`config.mk`:
```
export PLATFORM = sky130hd
export DESIGN_NAME = mem_bist_ctrl_flat
export DESIGN_NICKNAME = d
export VERILOG_FILES = /design/src/rtl/mem_bist_ctrl_if.sv /design/src/rtl/mem_bist_ctrl.sv /design/src/flat_wrapper.sv
export SDC_FILE = /design/constraint.sdc
export NUM_CORES = 1
export LEC_CHECK = 0
export ABC_AREA = 1
export BUFFER_PORTS_ARGS = -buffer_cell sky130_fd_sc_hd__buf_2
export CAP_MARGIN = 20
export CORE_UTILIZATION = 55
export DETAILED_ROUTE_END_ITERATION = 16
export PLACE_DENSITY_LB_ADDON = 0.08
export SYNTH_ARGS = -nofsm -noshare
export SYNTH_HDL_FRONTEND = slang
export SYNTH_SLANG_ARGS = --single-unit
```
`constraint.sdc`:
```
create_clock -name clk -period 5 [get_ports clk]
set_input_delay 0 -clock clk [delete_from_list [all_inputs] [get_ports clk]]
set_output_delay 0 -clock clk [all_outputs]
set_load 0.01 [all_outputs]
```
`src/rtl/mem_bist_ctrl_if.sv`:
```
// Single-port memory bus between the BIST initiator (master) and the memory (slave).
interface mem_bist_ctrl_if #(
  parameter int unsigned ADDR_WIDTH = 2,
  parameter int unsigned DATA_WIDTH = 8
);
  logic [ADDR_WIDTH-1:0] addr;
  logic                  wr_en;
  logic                  rd_en;
  logic [DATA_WIDTH-1:0] wdata;
  logic [DATA_WIDTH-1:0] rdata;

  modport master (output addr, output wr_en, output rd_en, output wdata, input rdata);
  modport slave  (input addr, input wr_en, input rd_en, input wdata, output rdata);
endinterface

```
`src/rtl/mem_bist_ctrl.sv`:
```
// Four-phase march BIST initiator for a single-port memory with RD_LATENCY-cycle reads.
// Optional MEM_BIST_ERR_STOP_EN: abort to DONE on the first read mismatch.
module mem_bist_ctrl #(
  parameter int unsigned ADDR_WIDTH = 2,
  parameter int unsigned DATA_WIDTH = 8,
  parameter int unsigned RD_LATENCY = 1,
  parameter logic [31:0] SEED       = 32'h0000_00A5,
  parameter int unsigned CNT_WIDTH  = 8
) (
  input  logic                  clk,
  input  logic                  reset,
  input  logic                  start,
  output logic                  busy,
  output logic                  done,
  output logic                  pass,
  output logic [CNT_WIDTH-1:0]  err_count,
  output logic [ADDR_WIDTH-1:0] fail_addr,
  mem_bist_ctrl_if.master       mem
);

  typedef enum logic [2:0] {
    IDLE    = 3'd0,
    WR_ASC  = 3'd1,
    RD_ASC  = 3'd2,
    WR_INV  = 3'd3,
    RD_DESC = 3'd4,
    DRAIN   = 3'd5,
    DONE    = 3'd6
  } state_t;

  localparam logic [ADDR_WIDTH-1:0] ADDR_MAX = {ADDR_WIDTH{1'b1}};
  localparam logic [CNT_WIDTH-1:0]  CNT_MAX  = {CNT_WIDTH{1'b1}};
  localparam logic [DATA_WIDTH-1:0] SEED_W   = DATA_WIDTH'(SEED);

  function automatic logic [DATA_WIDTH-1:0] pattern(input logic [ADDR_WIDTH-1:0] a,
                                                   input logic inv);
    logic [DATA_WIDTH-1:0] p;
    p = SEED_W ^ DATA_WIDTH'(a);
    return inv ? ~p : p;
  endfunction

  state_t                  state_r, state_nxt;
  logic [ADDR_WIDTH-1:0]   addr_r, addr_nxt;
  logic [2:0]              drain_cnt_r, drain_nxt;
  logic                    wr_en_r, rd_en_r, busy_r, done_r, pass_r;
  logic [DATA_WIDTH-1:0]   wdata_r;
  logic [CNT_WIDTH-1:0]    err_count_r, err_nxt;
  logic [ADDR_WIDTH-1:0]   fail_addr_r, fail_nxt;
  logic                    start_acc_s, mismatch_s;
  logic [DATA_WIDTH-1:0]   exp_s;

  // Expected-data pipeline: one entry per bus cycle, compared when it emerges
  logic [RD_LATENCY-1:0]                 pipe_vld_r;
  logic [RD_LATENCY-1:0][DATA_WIDTH-1:0] pipe_exp_r;
  logic [RD_LATENCY-1:0][ADDR_WIDTH-1:0] pipe_addr_r;

  assign start_acc_s = start && ((state_r == IDLE) || (state_r == DONE));
  assign exp_s       = pattern(addr_r, state_r == RD_DESC);
  assign mismatch_s  = pipe_vld_r[RD_LATENCY-1] && (mem.rdata != pipe_exp_r[RD_LATENCY-1]);

  // Next-state, address sequencing and error bookkeeping
  always_comb begin
    state_nxt = state_r;
    addr_nxt  = addr_r;
    drain_nxt = drain_cnt_r;
    err_nxt   = err_count_r;
    fail_nxt  = fail_addr_r;
    case (state_r)
      IDLE, DONE: begin
        if (start) begin
          state_nxt = WR_ASC;
          addr_nxt  = {ADDR_WIDTH{1'b0}};
        end else begin
          state_nxt = state_r;
        end
      end
      WR_ASC, RD_ASC, WR_INV: begin
        if (addr_r == ADDR_MAX) begin
          state_nxt = (state_r == WR_ASC) ? RD_ASC : (state_r == RD_ASC) ? WR_INV : RD_DESC;
          addr_nxt  = (state_r == WR_INV) ? ADDR_MAX : {ADDR_WIDTH{1'b0}};
        end else begin
          addr_nxt = addr_r + ADDR_WIDTH'(1);
        end
      end
      RD_DESC: begin
        if (addr_r == {ADDR_WIDTH{1'b0}}) begin
          state_nxt = DRAIN;
          drain_nxt = 3'd0;
        end else begin
          addr_nxt = addr_r - ADDR_WIDTH'(1);
        end
      end
      DRAIN: begin
        // One extra cycle past the read latency lets the last compare settle before DONE
        if (drain_cnt_r == 3'(RD_LATENCY)) begin
          state_nxt = DONE;
        end else begin
          drain_nxt = drain_cnt_r + 3'd1;
        end
      end
      default: state_nxt = IDLE;
    endcase

    if (start_acc_s) begin
      err_nxt  = {CNT_WIDTH{1'b0}};
      fail_nxt = {ADDR_WIDTH{1'b0}};
    end else if (mismatch_s) begin
      err_nxt  = (err_count_r != CNT_MAX) ? err_count_r + CNT_WIDTH'(1) : err_count_r;
      fail_nxt = (err_count_r == {CNT_WIDTH{1'b0}}) ? pipe_addr_r[RD_LATENCY-1] : fail_addr_r;
    end else begin
      err_nxt = err_count_r;
    end

`ifdef MEM_BIST_ERR_STOP_EN
    if (mismatch_s && !start_acc_s) begin
      state_nxt = DONE;
    end else begin
      drain_nxt = drain_nxt;
    end
`endif
  end

  // State, registered bus/status outputs and compare pipeline
  always_ff @(posedge clk or negedge reset) begin
    if (!reset) begin
      state_r     <= IDLE;
      addr_r      <= {ADDR_WIDTH{1'b0}};
      drain_cnt_r <= 3'd0;
      wr_en_r     <= 1'b0;
      rd_en_r     <= 1'b0;
      wdata_r     <= {DATA_WIDTH{1'b0}};
      busy_r      <= 1'b0;
      done_r      <= 1'b0;
      pass_r      <= 1'b0;
      err_count_r <= {CNT_WIDTH{1'b0}};
      fail_addr_r <= {ADDR_WIDTH{1'b0}};
      pipe_vld_r  <= {RD_LATENCY{1'b0}};
      pipe_exp_r  <= {(RD_LATENCY*DATA_WIDTH){1'b0}};
      pipe_addr_r <= {(RD_LATENCY*ADDR_WIDTH){1'b0}};
    end else begin
      state_r     <= state_nxt;
      addr_r      <= addr_nxt;
      drain_cnt_r <= drain_nxt;
      wr_en_r     <= (state_nxt == WR_ASC) || (state_nxt == WR_INV);
      rd_en_r     <= (state_nxt == RD_ASC) || (state_nxt == RD_DESC);
      wdata_r     <= ((state_nxt == WR_ASC) || (state_nxt == WR_INV)) ?
                     pattern(addr_nxt, state_nxt == WR_INV) : {DATA_WIDTH{1'b0}};
      busy_r      <= (state_nxt != IDLE) && (state_nxt != DONE);
      done_r      <= (state_nxt == DONE);
      pass_r      <= (state_nxt == DONE) && (err_nxt == {CNT_WIDTH{1'b0}});
      err_count_r <= err_nxt;
      fail_addr_r <= fail_nxt;
      if ((state_nxt == DONE) || (state_nxt == IDLE)) begin
        pipe_vld_r <= {RD_LATENCY{1'b0}};
      end else begin
        pipe_vld_r[0] <= rd_en_r;
        for (int i = 1; i < RD_LATENCY; i++) begin
          pipe_vld_r[i] <= pipe_vld_r[i-1];
        end
      end
      pipe_exp_r[0]  <= exp_s;
      pipe_addr_r[0] <= addr_r;
      for (int i = 1; i < RD_LATENCY; i++) begin
        pipe_exp_r[i]  <= pipe_exp_r[i-1];
        pipe_addr_r[i] <= pipe_addr_r[i-1];
      end
    end
  end

  assign mem.addr  = addr_r;
  assign mem.wr_en = wr_en_r;
  assign mem.rd_en = rd_en_r;
  assign mem.wdata = wdata_r;
  assign busy      = busy_r;
  assign done      = done_r;
  assign pass      = pass_r;
  assign err_count = err_count_r;
  assign fail_addr = fail_addr_r;

endmodule

```
`src/flat_wrapper.sv`:
```
// flat-port wrapper written by rule: the top's interface ports become plain ports
module mem_bist_ctrl_flat 
#(
  parameter int unsigned ADDR_WIDTH = 2,
  parameter int unsigned DATA_WIDTH = 8,
  parameter int unsigned RD_LATENCY = 1,
  parameter logic [31:0] SEED       = 32'h0000_00A5,
  parameter int unsigned CNT_WIDTH  = 8
)
  (clk, reset, start, busy, done, pass, err_count, fail_addr, mem_addr, mem_wr_en, mem_rd_en, mem_wdata, mem_rdata);
  mem_bist_ctrl_if #(.ADDR_WIDTH(ADDR_WIDTH), .DATA_WIDTH(DATA_WIDTH)) mem_i ();
  input  logic clk;
  input  logic reset;
  input  logic start;
  output logic busy;
  output logic done;
  output logic pass;
  output logic [CNT_WIDTH-1:0] err_count;
  output logic [ADDR_WIDTH-1:0] fail_addr;
  output wire logic [$bits(mem_i.addr)-1:0] mem_addr;
  output wire logic [$bits(mem_i.wr_en)-1:0] mem_wr_en;
  output wire logic [$bits(mem_i.rd_en)-1:0] mem_rd_en;
  output wire logic [$bits(mem_i.wdata)-1:0] mem_wdata;
  input wire logic [$bits(mem_i.rdata)-1:0] mem_rdata;
  assign mem_addr = mem_i.addr;
  assign mem_wr_en = mem_i.wr_en;
  assign mem_rd_en = mem_i.rd_en;
  assign mem_wdata = mem_i.wdata;
  assign mem_i.rdata = mem_rdata;
  mem_bist_ctrl #(.ADDR_WIDTH(ADDR_WIDTH), .DATA_WIDTH(DATA_WIDTH), .RD_LATENCY(RD_LATENCY), .SEED(SEED), .CNT_WIDTH(CNT_WIDTH)) u_core (.clk(clk), .reset(reset), .start(start), .busy(busy), .done(done), .pass(pass), .err_count(err_count), .fail_addr(fail_addr), .mem(mem_i));
endmodule
```
==> results of run 1 <==
## how the worst max path moves through the flow
stage                         from                 to  depth (start not counted)
2_1_floorplan   u_core.mem.addr[1]  u_core.pipe_vld_r                          9
3_3_place_gp    u_core.mem.addr[1]        u_core.pass                         11
3_5_place_dp    u_core.mem.addr[1]        u_core.pass                         11
4_1_cts         u_core.mem.addr[1]        u_core.pass                         11
5_1_grt        u_core.err_count[1]        u_core.pass                         12
6_report        u_core.mem.addr[1]        u_core.pass                         11
## cell families after synthesis
family	synth area share
AOI/OAI and AO/OA	0.05909
DFF	0.4416
buffers and inverters	0.1136
xor gates and xnor gates	0.01818
and+or+nand+nor	0.3221
adders and majority gates	0.04545
## layout by cell type, fill, tap and decap left out
master / synthesis / routed
sky130_fd_sc_hd__nand2_1: 61 / 61
sky130_fd_sc_hd__inv_1: 35 / 35
sky130_fd_sc_hd__buf_2: 0 / 35
sky130_fd_sc_hd__dfrtp_1: 34 / 34
sky130_fd_sc_hd__nor2_1: 31 / 31
sky130_fd_sc_hd__nand3_1: 24 / 24
sky130_fd_sc_hd__o21ai_0: 15 / 15
sky130_fd_sc_hd__ha_1: 7 / 7
sky130_fd_sc_hd__inv_2: 5 / 5
sky130_fd_sc_hd__clkbuf_4: 0 / 5
sky130_fd_sc_hd__nand3_2: 4 / 4
sky130_fd_sc_hd__xor2_1: 4 / 4
sky130_fd_sc_hd__nand2_2: 3 / 3
sky130_fd_sc_hd__a21oi_1: 3 / 3
sky130_fd_sc_hd__nor3_1: 3 / 3
sky130_fd_sc_hd__nand2_4: 2 / 2
sky130_fd_sc_hd__bufinv_16: 0 / 2
sky130_fd_sc_hd__nor3_4: 1 / 1
sky130_fd_sc_hd__o21ai_2: 1 / 1
sky130_fd_sc_hd__or2_1: 1 / 1
sky130_fd_sc_hd__clkinv_4: 1 / 1
sky130_fd_sc_hd__nor2_2: 1 / 1
sky130_fd_sc_hd__nor2_4: 1 / 1
sky130_fd_sc_hd__a21oi_2: 1 / 1
sky130_fd_sc_hd__and2_1: 1 / 1
sky130_fd_sc_hd__nor4_1: 1 / 1
sky130_fd_sc_hd__nand4_1: 1 / 1
sky130_fd_sc_hd__o22ai_1: 1 / 1
sky130_fd_sc_hd__clkbuf_8: 0 / 1
sky130_fd_sc_hd__dlygate4sd3_1: 0 / 1
## state kept, by name, summed over array words and instances (netlist names)
| name | flops |
|---|---|
| u_core.err_count | 8 |
| u_core.drain_cnt_r | 3 |
| u_core.busy | 1 |
| u_core.pipe_exp_r | 4 |
| u_core.mem.wdata | 4 |
| u_core.mem.wr_en | 1 |
| u_core.pipe_vld_r | 1 |
| u_core.pipe_addr_r | 2 |
| u_core.done | 1 |
| u_core.mem.rd_en | 1 |
| u_core.mem.addr | 2 |
| u_core.fail_addr | 2 |
| u_core.pass | 1 |
| u_core.state_r | 3 |
## layout make-up
| type | count | share of cell area |
|---|---|---|
| multi-input cells | 167 | 0.3859 |
| flip-flops and latches | 34 | 0.3831 |
| repair buffers | 36 | 0.08338 |
| inverters | 41 | 0.07155 |
| clock inverters | 2 | 0.02704 |
| well taps | 46 | 0.02592 |
| clock buffers | 6 | 0.02310 |
## power breakdown
group	switching, mW	internal, mW
registers	0.0931	0.381
clock network	0.0940	0.169
logic	0.389	0.230
total	0.577	0.780
## tightest hold or removal path, stage by stage
cell                      delay [ns]
sky130_fd_sc_hd__buf_2          0.12
sky130_fd_sc_hd__nand2_4        0.11
sky130_fd_sc_hd__nand2_4        0.09
## metrics by stage
step | instances | hold slack [ns] | worst slack [ns] | util
6_report | 332 | 0.01537 | 3.238 | 0.6655
5_1_grt | 332 | 0.02252 | 3.024 | 0.6655
4_1_cts | 332 | 0.009382 | 3.200 | 0.6655
3_5_place_dp | 323 | 0.1141 | 3.220 | 0.6292
3_3_place_gp | 323 | 0.1143 | 3.220 | 0.6292
2_1_floorplan | 249 | -0.2956 | 3.338 | -
## layer usage
metal / vias to the layer above / global-route usage
li1: 840 / -
met1: 692 / 0.2611
met2: 24 / 0.3696
met3: 7 / 0.05672
met4: 0 / 0.09740
met5: - / 0
## timing repair
action / CTS / global route
setup buffers: 0 / 0
hold endpoints to repair: 34 / 0
hold buffers: 1 / 0
==> out/results.md, run 1 <==
| Item | Reported |
| --- | --- |
| Top-count cell post-synth | sky130_fd_sc_hd__nand2_1 |
| Relative slew margins | 0.5217 |
| Post-synth cell types | 27 |
| DIE HEIGHT | 61.19 um |
| Hold crit path type | input port to register |
| Instance count of the mapped netlist | 249 |
| Number of buffers between clock root and the deepest sink | 2 |
| Largest net degree at the start of global routing | 35 |
| Fmax achieved | 567.4 MHz |
| Width of the die | 61.19 um |
| Worst endpoint data arrival time | 2.05 ns |
| Number of nets with antenna violations after detailed routing | 0 |
| Power density cells | 610.9 mW/mm2 |
| Combined global-route utilization of all metal layers | 0.2182 |
| Post-route standard cell area excluding fillers | 0.002221 mm2 |
| Share of async-settable or async-resettable flops after synthesis | 1.000 |
| Number of buffer and inverter stages on the critical path | 1 |
| Required time of the worst setup path | 5.29 ns |
| DIE AREA | 0.003744 mm2 |
| Cell area after technology mapping | 0.001927 mm2 |
| Via Count | 1563 |
| Reg area | 850.8 um2 |
| Endpoint of the lowest-slack register-to-register path | u_core.pass |
| Number of pins exceeding their max-slew limit in the final report | 0 |
| Final layout net count | 303 |
| Filler instances | 315 |
| Cell at the root of the clock tree | sky130_fd_sc_hd__clkbuf_4 |
| Global-route wire length before repair | 5823 um |
| Number of hold violations in the final report | 0 |
| Flip-flop and latch count after synthesis | 34 |
| Number of cells on the worst hold path | 3 |
| Start point of the worst hold path | start |
| Boundary pin count | 36 |
| R2R depth | 11 |
| Cts bufs inserted | 5 |
| Slowest stage cell on the critical path | sky130_fd_sc_hd__dfrtp_1 |
| HPWL after DPL | 2708 um |
| Area inside the core boundary | 0.003337 mm2 |
| Area Overhead vs Synth | 15.26% |
| Startpoint kind of the worst setup timing path | register |
| Wl on met1 | 1680 um |
| Routed length per instance | 10.50 um |
| Clock latency at the later pin of the worst-skew pair | 0.35 ns |
| First-iteration detailed-routing DRC count | 93 |
| Total cell area at the placement stage | 0.002100 mm2 |
| Layout cell share with drive strength beyond 1 | 0.2203 |
| List of cells traversed by the critical path | ha_1 > or2_1 > nand3_1 > nand2_4 > clkinv_4 > nand3_2 > nor2_4 > nand2_1 > nor2_1 > nand2_1 > nor2_1 |
| Standard-cell row count | 21 |
| Setup repair after global routing missed its margin | false |
| Detailed route wirelength on metal3 | 108 um |
| Nets in the synthesized netlist | 267 |
| Total power of the final layout | 1.357 mW |
| Top routing layer in use | met4 |
| Count of inserted antenna diode cells | 0 |
| Number of global-route vias before repair | 1432 |
| First-pass detailed-route iteration total | 6 |
| Setup crit end kind | register |
| Weighted congestion at the end of routability-driven global placement | 0.8722 |
| Predominant post-synthesis flop cell | sky130_fd_sc_hd__dfrtp_1 |
| Sum of routed wire length over all layers | 3487 um |
| Critical Setup Path Class | register to register |
| Total gr overflow | 0 |
| Largest stage delay on the critical path | 0.45 ns |
| Reported max-cap violation count | 0 |
| Largest cells by area after synthesis | sky130_fd_sc_hd__dfrtp_1, sky130_fd_sc_hd__nand2_1, sky130_fd_sc_hd__inv_1 |
| Met2 wire len | 1627 um |
| Vias per Instance | 4.708 |
| Effective utilization at floorplan | 0.5774 |
| Port Buffers | 35 |
| Clock skew | 0.01650 ns |
| Clock edge transition at the registers on the reported setup and hold paths | 0.11 ns |
| Run status | finished, final reports clean |
| Worst-margin pin slew | 0.7174 ns |
| Final setup violation count | 0 |
| Max H-tree Level | 2 |
| Part of the cycle the worst path needs | 0.3525 |
| End point of the worst hold path | u_core.mem.wr_en |
| Share of the synthesized area in the top cell type | 0.4416 |
| Reg2Reg Setup Slack | 3.24 ns |
| Post-synth EDFFs | 0 |
| Clock tree from TritonCTS | built |
| Cells resized by post-CTS repair | 0 |
| Peak VDD IR | 0.0003129 V |
| Family with the most delay on the worst path | simple AND/OR/NAND/NOR gates |
| Area of the multi-input gates | 857.1 um2 |
| Portion of the post-synthesis area used by sequential elements | 0.4416 |
| Leakage power | 1.292 nW |
| Number of remaining DRC errors | 0 |
| Setup TNS after final layout | 0 ns |
| Count of warnings emitted by yosys | 0 |
| Number of antenna violations at the first check in global routing | 0 |
| Post-synthesis cell type with the largest combined area | sky130_fd_sc_hd__dfrtp_1 |
| Final critical delay including setup and external delays | 1.762 ns |
| Highest fanout seen on the critical path | 6 |
| Synthesized area divided by synthesized cell count | 7.738 um2 |
| Clock Sink Count | 34 |
| Most frequent cells after synthesis | sky130_fd_sc_hd__nand2_1, sky130_fd_sc_hd__inv_1, sky130_fd_sc_hd__dfrtp_1 |
| RR Startpoint | u_core.mem.addr[1] |
(Power assumes the default switching activity.)
==> run 2: changes to the inputs <==
- clock period: 5 -> 1.7 ns (I/O delays scaled with it)
==> run 2 against run 1 <==
  * The flow now finishes with violations (setup timing)
  * First-iteration DRC count increased by 3.2%
  * Count of clock-buffer cells in the layout decreased by 1
  * Worst hold slack improved by 0.23 ns
  * Maximum frequency increased by 3.5%
  * Register-to-register slack got worse by 3.2 ns
  * Wire length increased by 12%
  * Flip-flop and latch count unchanged
  * Sequential power increased to 2.9 times the previous value
==> out/results.md, run 2 (synthesis results as in run 1) <==
| Item | Reported | Change |
| --- | --- | --- |
| Number of antenna violations at the first check in global routing | 0 | unchanged |
| HPWL after DPL | 2830 um | +4.5% |
| Worst endpoint data arrival time | 1.94 ns | -0.11 ns |
| Flip-flop count of the largest register after layout | 8 | unchanged |
| Area inside the core boundary | 0.003337 mm2 | unchanged |
| Stages on the worst setup path | 9 | -2 |
| Largest stage delay on the critical path | 0.49 ns | +0.04 ns |
| Width of the die | 61.19 um | unchanged |
| List of cells traversed by the critical path | nand2_1 > nor2_2 > nand3_2 > nand3_4 > nand3_4 > nor2_4 > buf_4 > a21oi_2 > and2_1 |  |
| Max H-tree Level | 2 | unchanged |
| Boundary pin count | 36 | unchanged |
| Worst Setup SP | u_core.state_r[0] |  |
| Filler instances | 294 | -6.7% |
| Number of hold violations in the final report | 0 | unchanged |
| Fin worst setup slack | -0.002932 ns | -3.241 ns |
| Global-route wire length before repair | 6141 um | +5.5% |
| Area of the multi-input gates | 944.7 um2 | +10% |
| Final setup violation count | 1 | +1 |
| Clock Sink Count | 34 | unchanged |
| DIE AREA | 0.003744 mm2 | unchanged |
| Effective utilization at floorplan | 0.5774 | unchanged |
| Number of buffer and inverter stages on the critical path | 1 | unchanged |
| Fmax achieved | 587.2 MHz | +3.5% |
| Clock tree from TritonCTS | built |  |
| Critical Setup Path Class | register to register |  |
| Standard-cell row count | 21 | unchanged |
| Part of the total power dissipated in combinational logic | 0.555 | +0.099 |
| Family with the most delay on the worst path | simple AND/OR/NAND/NOR gates |  |
| First-pass detailed-route iteration total | 4 | -2 |
| Area Overhead vs Synth | 24.87% |  |
| Routed length per instance | 11.15 um | +6.2% |
| DIE HEIGHT | 61.19 um | unchanged |
| Largest net degree at the start of global routing | 35 | unchanged |
| Reg2Reg Setup Slack | -0.003 ns | -3.24 ns |
| Endpoint of the lowest-slack register-to-register path | u_core.pipe_vld_r |  |
| Final critical delay including setup and external delays | 1.703 ns | -0.05942 ns |
| Reported max-cap violation count | 0 | unchanged |
| Worst-margin pin slew | 0.7340 ns | +0.01659 ns |
| Weighted congestion at the end of routability-driven global placement | 0.9132 | +4.7% |
| Power share of the sequential group | 0.336 | -0.014 |
| Clock network power share | 0.108 | -0.086 |
| Layout Utilization | 0.7210 | +0.05549 |
| Number of nets with antenna violations after detailed routing | 0 | unchanged |
| Run status | complete, but fails checks |  |
| Slowest stage cell on the critical path | sky130_fd_sc_hd__dfrtp_2 |  |
| Via Count | 1691 | +8.2% |
| Required time of the worst setup path | 1.94 ns | -3.35 ns |
| First-iteration detailed-routing DRC count | 96 | +3.2% |
| Vias per Instance | 4.831 | +2.6% |
| Total cell area at the placement stage | 0.002197 mm2 | +4.6% |
| Commonest cells after routing, fill and taps aside | sky130_fd_sc_hd__nand2_1, sky130_fd_sc_hd__buf_2, sky130_fd_sc_hd__inv_1, sky130_fd_sc_hd__dfrtp_1, sky130_fd_sc_hd__nor2_1 |  |
| Setup crit end kind | register |  |
| Switching power | 1.872 mW | +220% |
| Most common library cell in the layout ignoring fill and taps | sky130_fd_sc_hd__nand2_1 |  |
| Failing checks | setup timing |  |
| Clock latency at the later pin of the worst-skew pair | 0.34 ns | about the same |
| Hold crit path type | input port to asynchronous set/reset pin |  |
| Worst-case hold slack | 0.2422 ns | +0.2268 ns |
| Number of pins exceeding their max-slew limit in the final report | 0 | unchanged |
| Internal Power | 2.220 mW | +180% |
| Post-route standard cell area excluding fillers | 0.002406 mm2 | +8.3% |
| Combined global-route utilization of all metal layers | 0.2288 | +0.01063 |
| Setup slack after placement | 0.008445 ns | -3.212 ns |
| Number of global-route vias before repair | 1473 | +2.9% |
| Final layout net count | 321 | +5.9% |
| Reg area | 853.3 um2 | +0.29% |
| CP most frequent cell | sky130_fd_sc_hd__nand3_4 |  |
| Cell at the root of the clock tree | sky130_fd_sc_hd__clkbuf_4 |  |
| Crit path to | u_core.pipe_vld_r |  |
| Relative slew margins | 0.5107 | -0.01106 |
| Part of the cycle the worst path needs | 1.002 | +0.6493 |
| Layout cell share with drive strength beyond 1 | 0.3224 | +0.1021 |
| Clock edge transition at the registers on the reported setup and hold paths | 0.11 ns | about the same |
| Number of remaining DRC errors | 0 | unchanged |
| Highest fanout seen on the critical path | 8 | +2 |
| Leakage power | 1.355 nW | +4.9% |
| Setup repair after global routing missed its margin | true |  |
| Number of buffers between clock root and the deepest sink | 2 | unchanged |
| R2R depth | 9 | -2 |
| Total gr overflow | 0 | unchanged |
| Startpoint kind of the worst setup timing path | register |  |
| Switching share of power | 0.4574 | +0.03249 |
| Port Buffers | 35 | unchanged |
| Clock skew | 0.01228 ns | -0.004221 ns |
| Sum of routed wire length over all layers | 3903 um | +12% |
| Peak VDD IR | 0.0009319 V | +200% |
| RR Startpoint | u_core.state_r[0] |  |
| Cts bufs inserted | 5 | unchanged |
| Count of inserted antenna diode cells | 0 | unchanged |
| Power density cells | 1700 mW/mm2 | +180% |
## run 2: cell types whose count changed in the layout (fill, tap and decap cells not counted), moves of 3 or more
cell / previous run / this run
sky130_fd_sc_hd__nand3_1: 24 / 19
sky130_fd_sc_hd__buf_4: 0 / 15
sky130_fd_sc_hd__nand3_4: 0 / 3
sky130_fd_sc_hd__ha_1: 7 / 4
sky130_fd_sc_hd__nand2_1: 61 / 58
sky130_fd_sc_hd__nor2_1: 31 / 27
sky130_fd_sc_hd__nor2_2: 1 / 5
## run 2: power by group through the flow
stage | clock network [mW] | registers, mW | logic [mW]
after global placement | 0 | 1.36 | 2.04
final | 0.443 | 1.38 | 2.27
after detailed placement | 0 | 1.37 | 2.06
after global routing | 0.495 | 1.42 | 2.57
after CTS | 0.460 | 1.35 | 2.08
after floorplan | 0 | 1.42 | 1.41
## run 2: how the worst min path moves through the flow
| stage | start | end | slack [ns] | depth (start not counted) |
|---|---|---|---|---|
| finish | reset | u_core.fail_addr[0] | 0.24 | 2 |
| global route | reset | u_core.pipe_exp_r[5] | 0.33 | 2 |
| CTS | reset | u_core.state_r[1] | 0.27 | 2 |
| detailed placement | reset | u_core.fail_addr[1] | 0.12 | 1 |
| global placement | reset | u_core.fail_addr[1] | 0.11 | 1 |
| floorplan | reset | u_core.busy | -0.30 | 0 |
## run 2: layer usage
layer  vias to the layer above  track usage  wire [um]
met2                        42       0.3898       1915
met3                        10      0.05672        177
met1                       757       0.2803       1708
met4                         0      0.08766        102
met5                         -            0          0
li1                        882            -          -
## run 2: per-stage QoR
| step | total power [mW] | cells | TNS, ns |
|---|---|---|---|
| CTS | 3.886 | 346 | 0 |
| global placement | 3.401 | 336 | 0 |
| detailed placement | 3.428 | 336 | 0 |
| finish | 4.091 | 350 | -0.002932 |
| floorplan | 2.826 | 249 | 0 |
| global route | 4.489 | 350 | -0.2064 |
## run 2: area by class of cell
type	count	area share
Clock buffer	5	0.01560
Clock inverter	3	0.008840
Inverter	41	0.06708
Multi-Input combinational cell	167	0.3926
Sequential cell	34	0.3547
Tap cell	46	0.02392
Timing Repair Buffer	54	0.1373
## run 2: timing repair
| item | 4_1_cts | 5_1_grt |
|---|---|---|
| buffers inserted | 0 | 4 |
| pin swaps | 0 | 7 |
| hold buffers | 2 | 0 |
| endpoints found under the hold margin | 35 | 0 |
| resized for setup | 1 | 27 |
| endpoints found under the setup margin | 1 | 6 |
